File: config.mk
export PLATFORM = sky130hd
export DESIGN_NAME = booth_mul_sched
export DESIGN_NICKNAME = d
export VERILOG_FILES = /design/src/rtl/booth_mul_sched.sv
export SDC_FILE = /design/constraint.sdc
export NUM_CORES = 1
export LEC_CHECK = 0
export BUFFER_PORTS_ARGS = -buffer_cell sky130_fd_sc_hd__buf_2
export CAP_MARGIN = 10
export CORE_MARGIN = 2
export CORE_UTILIZATION = 25
export CTS_BUF_LIST = sky130_fd_sc_hd__clkbuf_4
export CTS_CLUSTER_SIZE = 24
export DETAILED_ROUTE_END_ITERATION = 10
export HOLD_SLACK_MARGIN = 0.02
export SYNTH_ARGS = -nofsm -noshare
export SYNTH_HDL_FRONTEND = slang
export SYNTH_SLANG_ARGS = --single-unit
File: constraint.sdc
create_clock -name clk -period 4.66 [get_ports clk]
set_input_delay 1.165 -clock clk [delete_from_list [all_inputs] [get_ports clk]]
set_output_delay 1.165 -clock clk [all_outputs]
set_load 0.005 [all_outputs]
File: src/rtl/booth_mul_sched.sv
// Two-requester unsigned multiplier sharing one iterative radix-4 Booth engine.
// Round-robin arbitration, fixed WIDTH/2+1 cycle latency, result held until taken.
module booth_mul_sched #(
   parameter int unsigned WIDTH = 16
) (
   input  logic                 clk,
   input  logic                 reset,
   input  logic                 r0_valid,
   output logic                 r0_ready,
   input  logic [WIDTH-1:0]     r0_x,
   input  logic [WIDTH-1:0]     r0_y,
   input  logic                 r1_valid,
   output logic                 r1_ready,
   input  logic [WIDTH-1:0]     r1_x,
   input  logic [WIDTH-1:0]     r1_y,
   output logic                 out_valid,
   input  logic                 out_ready,
   output logic [2*WIDTH-1:0]   out_result,
   output logic                 out_id,
   output logic                 busy
);

   localparam int unsigned NDIG = WIDTH / 2 + 1;
   localparam int unsigned AW   = 2 * WIDTH + 2;
   localparam int unsigned YW   = WIDTH + 3;
   localparam int unsigned CW   = $clog2(NDIG + 1);

   typedef enum logic [1:0] {
      IDLE = 2'd0,
      CALC = 2'd1,
      DONE = 2'd2
   } state_t;

   state_t          state;
   state_t          state_nxt;
   logic            ptr;
   logic            grant;
   logic            accept;
   logic            id;
   logic [CW-1:0]   cnt;
   logic [AW-1:0]   acc;
   logic [AW-1:0]   mcand;
   logic [AW-1:0]   pp;
   logic [YW-1:0]   ybuf;
   logic [WIDTH-1:0] sel_x;
   logic [WIDTH-1:0] sel_y;

   // Round robin: a lone requester wins, a tie goes to the pointer.
   always_comb begin
      grant = r1_valid;
      if (r0_valid && r1_valid) begin
         grant = ptr;
      end
   end

   // Ready is combinational and suppressed while reset is asserted.
   always_comb begin
      accept   = (state == IDLE) && !reset && (r0_valid || r1_valid);
      r0_ready = accept && !grant;
      r1_ready = accept && grant;
      sel_x    = grant ? r1_x : r0_x;
      sel_y    = grant ? r1_y : r0_y;
   end

   always_comb begin
      state_nxt = state;
      case (state)
         IDLE: begin
            if (accept) begin
               state_nxt = CALC;
            end
         end
         CALC: begin
            if (cnt == CW'(1)) begin
               state_nxt = DONE;
            end
         end
         DONE: begin
            if (out_ready) begin
               state_nxt = IDLE;
            end
         end
         default: state_nxt = IDLE;
      endcase
   end

   always_ff @(posedge clk or posedge reset) begin
      if (reset) begin
         state     <= IDLE;
         out_valid <= 1'b0;
         busy      <= 1'b0;
      end else begin
         state     <= state_nxt;
         out_valid <= (state_nxt == DONE);
         busy      <= (state_nxt != IDLE);
      end
   end

   // Booth digit from the low triplet {y[2i+1], y[2i], y[2i-1]} of the shifting multiplier.
   always_comb begin
      case (ybuf[2:0])
         3'b001, 3'b010: pp = mcand;
         3'b011:         pp = mcand << 1;
         3'b100:         pp = -(mcand << 1);
         3'b101, 3'b110: pp = -mcand;
         default:        pp = '0;
      endcase
   end

   // Multiplicand shifts left and multiplier right by one digit per CALC edge.
   always_ff @(posedge clk or posedge reset) begin
      if (reset) begin
         ptr   <= 1'b0;
         id    <= 1'b0;
         cnt   <= '0;
         acc   <= '0;
         mcand <= '0;
         ybuf  <= '0;
      end else if (accept) begin
         ptr   <= ~grant;
         id    <= grant;
         cnt   <= CW'(NDIG);
         acc   <= '0;
         mcand <= AW'(sel_x);
         ybuf  <= {2'b00, sel_y, 1'b0};
      end else if (state == CALC) begin
         acc   <= acc + pp;
         mcand <= mcand << 2;
         ybuf  <= ybuf >> 2;
         cnt   <= cnt - CW'(1);
      end
   end

   assign out_result = acc[2*WIDTH-1:0];
   assign out_id     = id;

endmodule
Word-level counts from Yosys, hierarchy flattened
Cells that the tools add are included.
- register bits: 97
- latch bits: 0
- memory bits (writable): 0
- memory bits (read-only): 0
- output and inout bits: 37
- word-level logic and storage cells: 53
- memories: 0
- add/subtract/negate cells: 4
- $mul: 0
- divide/modulo/power cells: 0
- magnitude comparators: 0
- equal/unequal tests: 10
- shifts and indexed selects: 0
- muxes and demuxes: 16
- bitwise operators: 1
- reduce and logical (&&, ||, !) cells: 13
- operator list (kind ; count):
    $mux W34 ; 4
    $pmux W34 S4 ; 1
    $neg A34 Y34 ; 2
    $mux W19 ; 2
    $add A34 B34 Y34 ; 1
    $mux W16 ; 2
    $eq A3 B3 Y1 const B ; 3
    $mux W4 ; 2
    $eq A3 B2 Y1 const B ; 2
    $mux W2 ; 3
    $pmux W2 S3 ; 1
    $logic_and A1 B1 Y1 ; 5
    $eq A2 B2 Y1 const B ; 2
    $eq A4 B1 Y1 const B ; 1
    $reduce_bool A2 Y1 ; 2
    $reduce_or A2 Y1 ; 2
    $sub A4 B1 Y4 const B ; 1
    $eq A3 B1 Y1 const B ; 1
    $eq A2 B1 Y1 const B ; 1
    $logic_not A1 Y1 ; 2
    $logic_not A2 Y1 ; 1
    $logic_or A1 B1 Y1 ; 1
    $mux W1 ; 1
    $not A1 Y1 ; 1

Logic depth before layout (Yosys ltp)
- depth after elaboration: 6
- gate-level depth with buffers: 20

Worst setup path before layout
No wires, ideal clock.
- path type: reg-to-reg
- from: register mcand[16]
- to: register acc[31]
- library setup time: 128 ps
- arrival time: 4526 ps
- setup slack: 6 ps
- stages on the path, launching flop included: 19
- path through: dfrtp_1 -> buf_6 -> or3_4 -> or4_4 -> or3_2 -> nor3_1 -> xnor2_1 -> nand2_1 -> a21oi_1 -> a221o_1 -> ha_1 -> a21o_1 -> o21ai_0 -> or4_1 -> o21ai_0 -> or4_1 -> a2111oi_0 -> a31o_1 -> o31ai_2
- word-level cells in the longest chain between the ends: 5
- elaborated cells on any way between the ends: 6
- ends and longest elaborated chain (what ; line ; RTL):
    from (decl) ; 42 ; logic [AW-1:0] mcand;
    from (signal assigned) ; 124 ; mcand <= AW'(sel_x);
    from (signal assigned) ; 128 ; mcand <= mcand << 2;
    $neg A34 Y34 (on tied branches) ; 105, 104 ;
    $pmux W34 S4 (*) ; 101 ; case (ybuf[2:0])
    $add A34 B34 Y34 (*) ; 127 ; acc <= acc + pp;
    $mux W34 (*) ; 126 ; end else if (state == CALC) begin
    $mux W34 (*) ; 119 ; end else if (accept) begin
    to (signal assigned) ; 127 ;
    to (decl) ; 41 ; logic [AW-1:0] acc;
Every way passes the cells marked *; elsewhere a longest branch is shown, timed or not. The select of a mux whose other input is x is not followed.
A chain may end at the register's enable or synchronous reset.

Worst setup path in the final report
- from: register mcand[5]
- to: register acc[28]
Same word-level chain as after synthesis.

==> impl_metrics.tcl <==
set metrics [dict create \
    synthTopCellsByArea "dfrtp_1 30%, nand2_1 8.7%, ha_1 5.6%, o21ai_0 4.9%, xnor2_1 4.7%" \
    wl_per_cell_um 15.4 \
    ios 106 \
    antenna_found_initial 1 \
    rows 63 \
    hold_path_class "flop to flop" \
    cts.clk_slew.worst_paths_ns 0.16 \
    fin_util 0.310 \
    die-height_um 178 \
    cts_sinks 91 \
    remaining_drc_errors 0 \
    status "finished, final reports clean" \
    layout_min_cycle_time_ns 4.43 \
    crit_arrival_ns 4.81 \
    synth-seq-area-share 0.300 \
    setup_viol 0 \
    end_kind "flop" \
    yosysTopAreaCell "dfrtp_1" \
    worstSetupStartpointType "flop" \
    num_vias 7304 \
    synth_most_common_cell "nand2_1" \
    worstSkewPairLatency_ns 0.51 \
    drt_iter0_markers 507 \
    area_growth_pct 21.4 \
    cts_root_buf "clkbuf_4" \
    vias_per_cell 4.96 \
    die_w_um 178 \
    synth_flop_cell "dfrtp_1" \
    hold_buffers 0 \
    finalHoldViolCount 0 \
    post-synth-top-area-fraction 0.300 \
    grt_max_degree 72 \
    synth_commonest_cells "176 x nand2_1, 91 x dfrtp_1, 84 x nor2_1, 75 x o21ai_0, 66 x clkbuf_1" \
    yosys_warnings 0 \
    synth-async-reset-ratio 1.00 \
    tightest_slew_ns 0.845 \
    h-tree-depth 3 \
    fill_cells 3211 \
    startpoint "mcand[5]$_DFFE_PP0P_" \
    required_ns 5.04 \
    drive_gt1_frac 0.258 \
    grt_overflow 0 \
    maxCapViolCount 0 \
    start_util 0.255 \
    gp_congestion 0.904 \
    wirelength_mm 22.7 \
    synth-edff-count 0 \
    worstSetupPathType "flop to flop" \
    drv_slew 0 \
    slew-limit-headroom 0.436 \
    dp_hpwl_mm 16.8 \
    drtPass1Iterations 5 \
    r2r_start "mcand[5]$_DFFE_PP0P_" \
    yosys_register_bits 91 \
    path_max_fanout 5 \
    finalNetCount 1181 \
    placeableCoreArea_um2 29800 \
    cts_buffers 9 \
    syn_area_per_cell_um2 7.86 \
    synthCells 967 \
    grt_first_pass_wirelength_mm 37.8 \
    max_freq_ghz 0.226 \
    worst_hold_startpoint "out_id$_DFFE_PP0P_" \
    clockBufferDepth 2 \
    synth_area_um2 7600 \
    fin_crit_sh 0.950 \
    r2r-end "acc[28]$_DFFE_PP0P_" \
    yosysUniqueCellTypes 72 \
    dieArea_um2 31800 \
    r2r_slack_ns 0.23 \
    hold_end "out_id$_DFFE_PP0P_" \
    antenna_left 0 \
    rr_worst_depth 18 \
    io_buffers 105 \
    min_path_cells 1 \
    finClkSkew_ns 0.0460 \
    grt_pass1_vias 7108 \
    tritoncts "done" \
    track_usage 0.148 \
    setup_tns_ns 0 \
    syn-num-nets 1071 \
]
[through the flow]
stage	setup slack, ns	cell area [um^2]	hold slack (ns)	instances
floorplan	0.00550	7600	0.468	967
global placement	0.00971	8800	0.457	1448
detailed placement	-0.0124	8800	0.477	1448
CTS	0.0395	9000	0.522	1464
global route	-0.0297	9220	0.529	1473
finish	0.231	9220	0.513	1473
[worst max-delay path by stage]
stage,to,slack (ns),depth (start not counted)
detailed placement,acc[31]$_DFFE_PP0P_,-0.01,17
floorplan,acc[31]$_DFFE_PP0P_,0.006,18
finish,acc[28]$_DFFE_PP0P_,0.23,18
global route,acc[28]$_DFFE_PP0P_,-0.03,18
global placement,acc[31]$_DFFE_PP0P_,0.01,17
CTS,acc[31]$_DFFE_PP0P_,0.04,18
[state kept, by name, indices dropped and copies added (netlist names)]
signal,flops
acc,32
mcand,32
out_id,1
out_valid,1
busy,1
ptr,1
ybuf,17
cnt,4
state,2
[worst max-delay path: stages, from the launching register on]
cell and delay (ns):
dfrtp_1 0.44, nor4_4 0.38, and4_4 0.32, nand4_4 0.15
or3_1 0.41, or3_1 0.34, nand2_1 0.09, xnor2_1 0.16
o21ai_1 0.12, a21oi_2 0.18, ha_1 0.27, buf_4 0.16
a21o_1 0.15, a21o_1 0.16, a221oi_1 0.36, o21ai_2 0.15
o31ai_2 0.22, xor2_1 0.17, o21ai_0 0.09
[routing by layer]
layer | global-route usage | share of wire | vias up
met5 | 0 | 0 | -
met4 | 0.0322 | 0.013 | 0
met3 | 0.0264 | 0.061 | 22
met2 | 0.229 | 0.44 | 216
met1 | 0.214 | 0.49 | 3424
li1 | - | - | 3642
[cell type report]
cell class                 instances  area [um^2]  share of cell area
antenna                            1         2.50            0.000271
clock buffer                      10         75.1             0.00814
clock inverter                     6          119              0.0129
inverter                          20         76.3             0.00828
multi-input combinational        777         5110               0.554
sequential                        91         2280               0.247
tap                              390          488              0.0529
timing repair buffer             178         1080               0.117
[cell families (layout without fill, tap and decap cells)]
kind of cell	after synthesis	after routing	share of synthesized area
buf+inv	99	214	0.0540
other cells	0	1	0
compound gates	263	263	0.223
xor+xnor	72	72	0.0830
flops	91	91	0.300
simple gates	366	366	0.222
mux	41	41	0.0590
fa+ha+maj	35	35	0.0586
[cell usage in the layout, fill, tap and decap left out, types with 4 or more instances in the layout]
cell type    n
buf_4       72
buf_2      105
a221o_1      4
nand2b_1     9
a21oi_2      4
or3_1        5
a21o_1      17
o21a_1       4
a221oi_1    19
mux2i_1     11
inv_1       19
nor2b_1      5
a21oi_1     52
clkbuf_4    10
dfrtp_1     91
o21ai_0     69
mux2_2      30
ha_1        33
and3_1       5
nor2_1      83
xor2_1      31
nand2_1    176
o21ai_1      4
a22oi_1     12
nor4_2       5
nor3_1      11
a211oi_1     5
a31oi_1     33
xnor2_1     41
nand3_1     21
and2_1       7
[timing repair]
item,4_1_cts,5_1_grt
resized for setup,4,35
buffers inserted,0,8
cloned,0,0
endpoints found under the setup margin,1,11
pin swaps,0,11
hold endpoints to repair,0,0
Power is left out: the tool's default activity adds up to more than one toggle a clock period on the data nets, which glitch-free logic cannot reach.
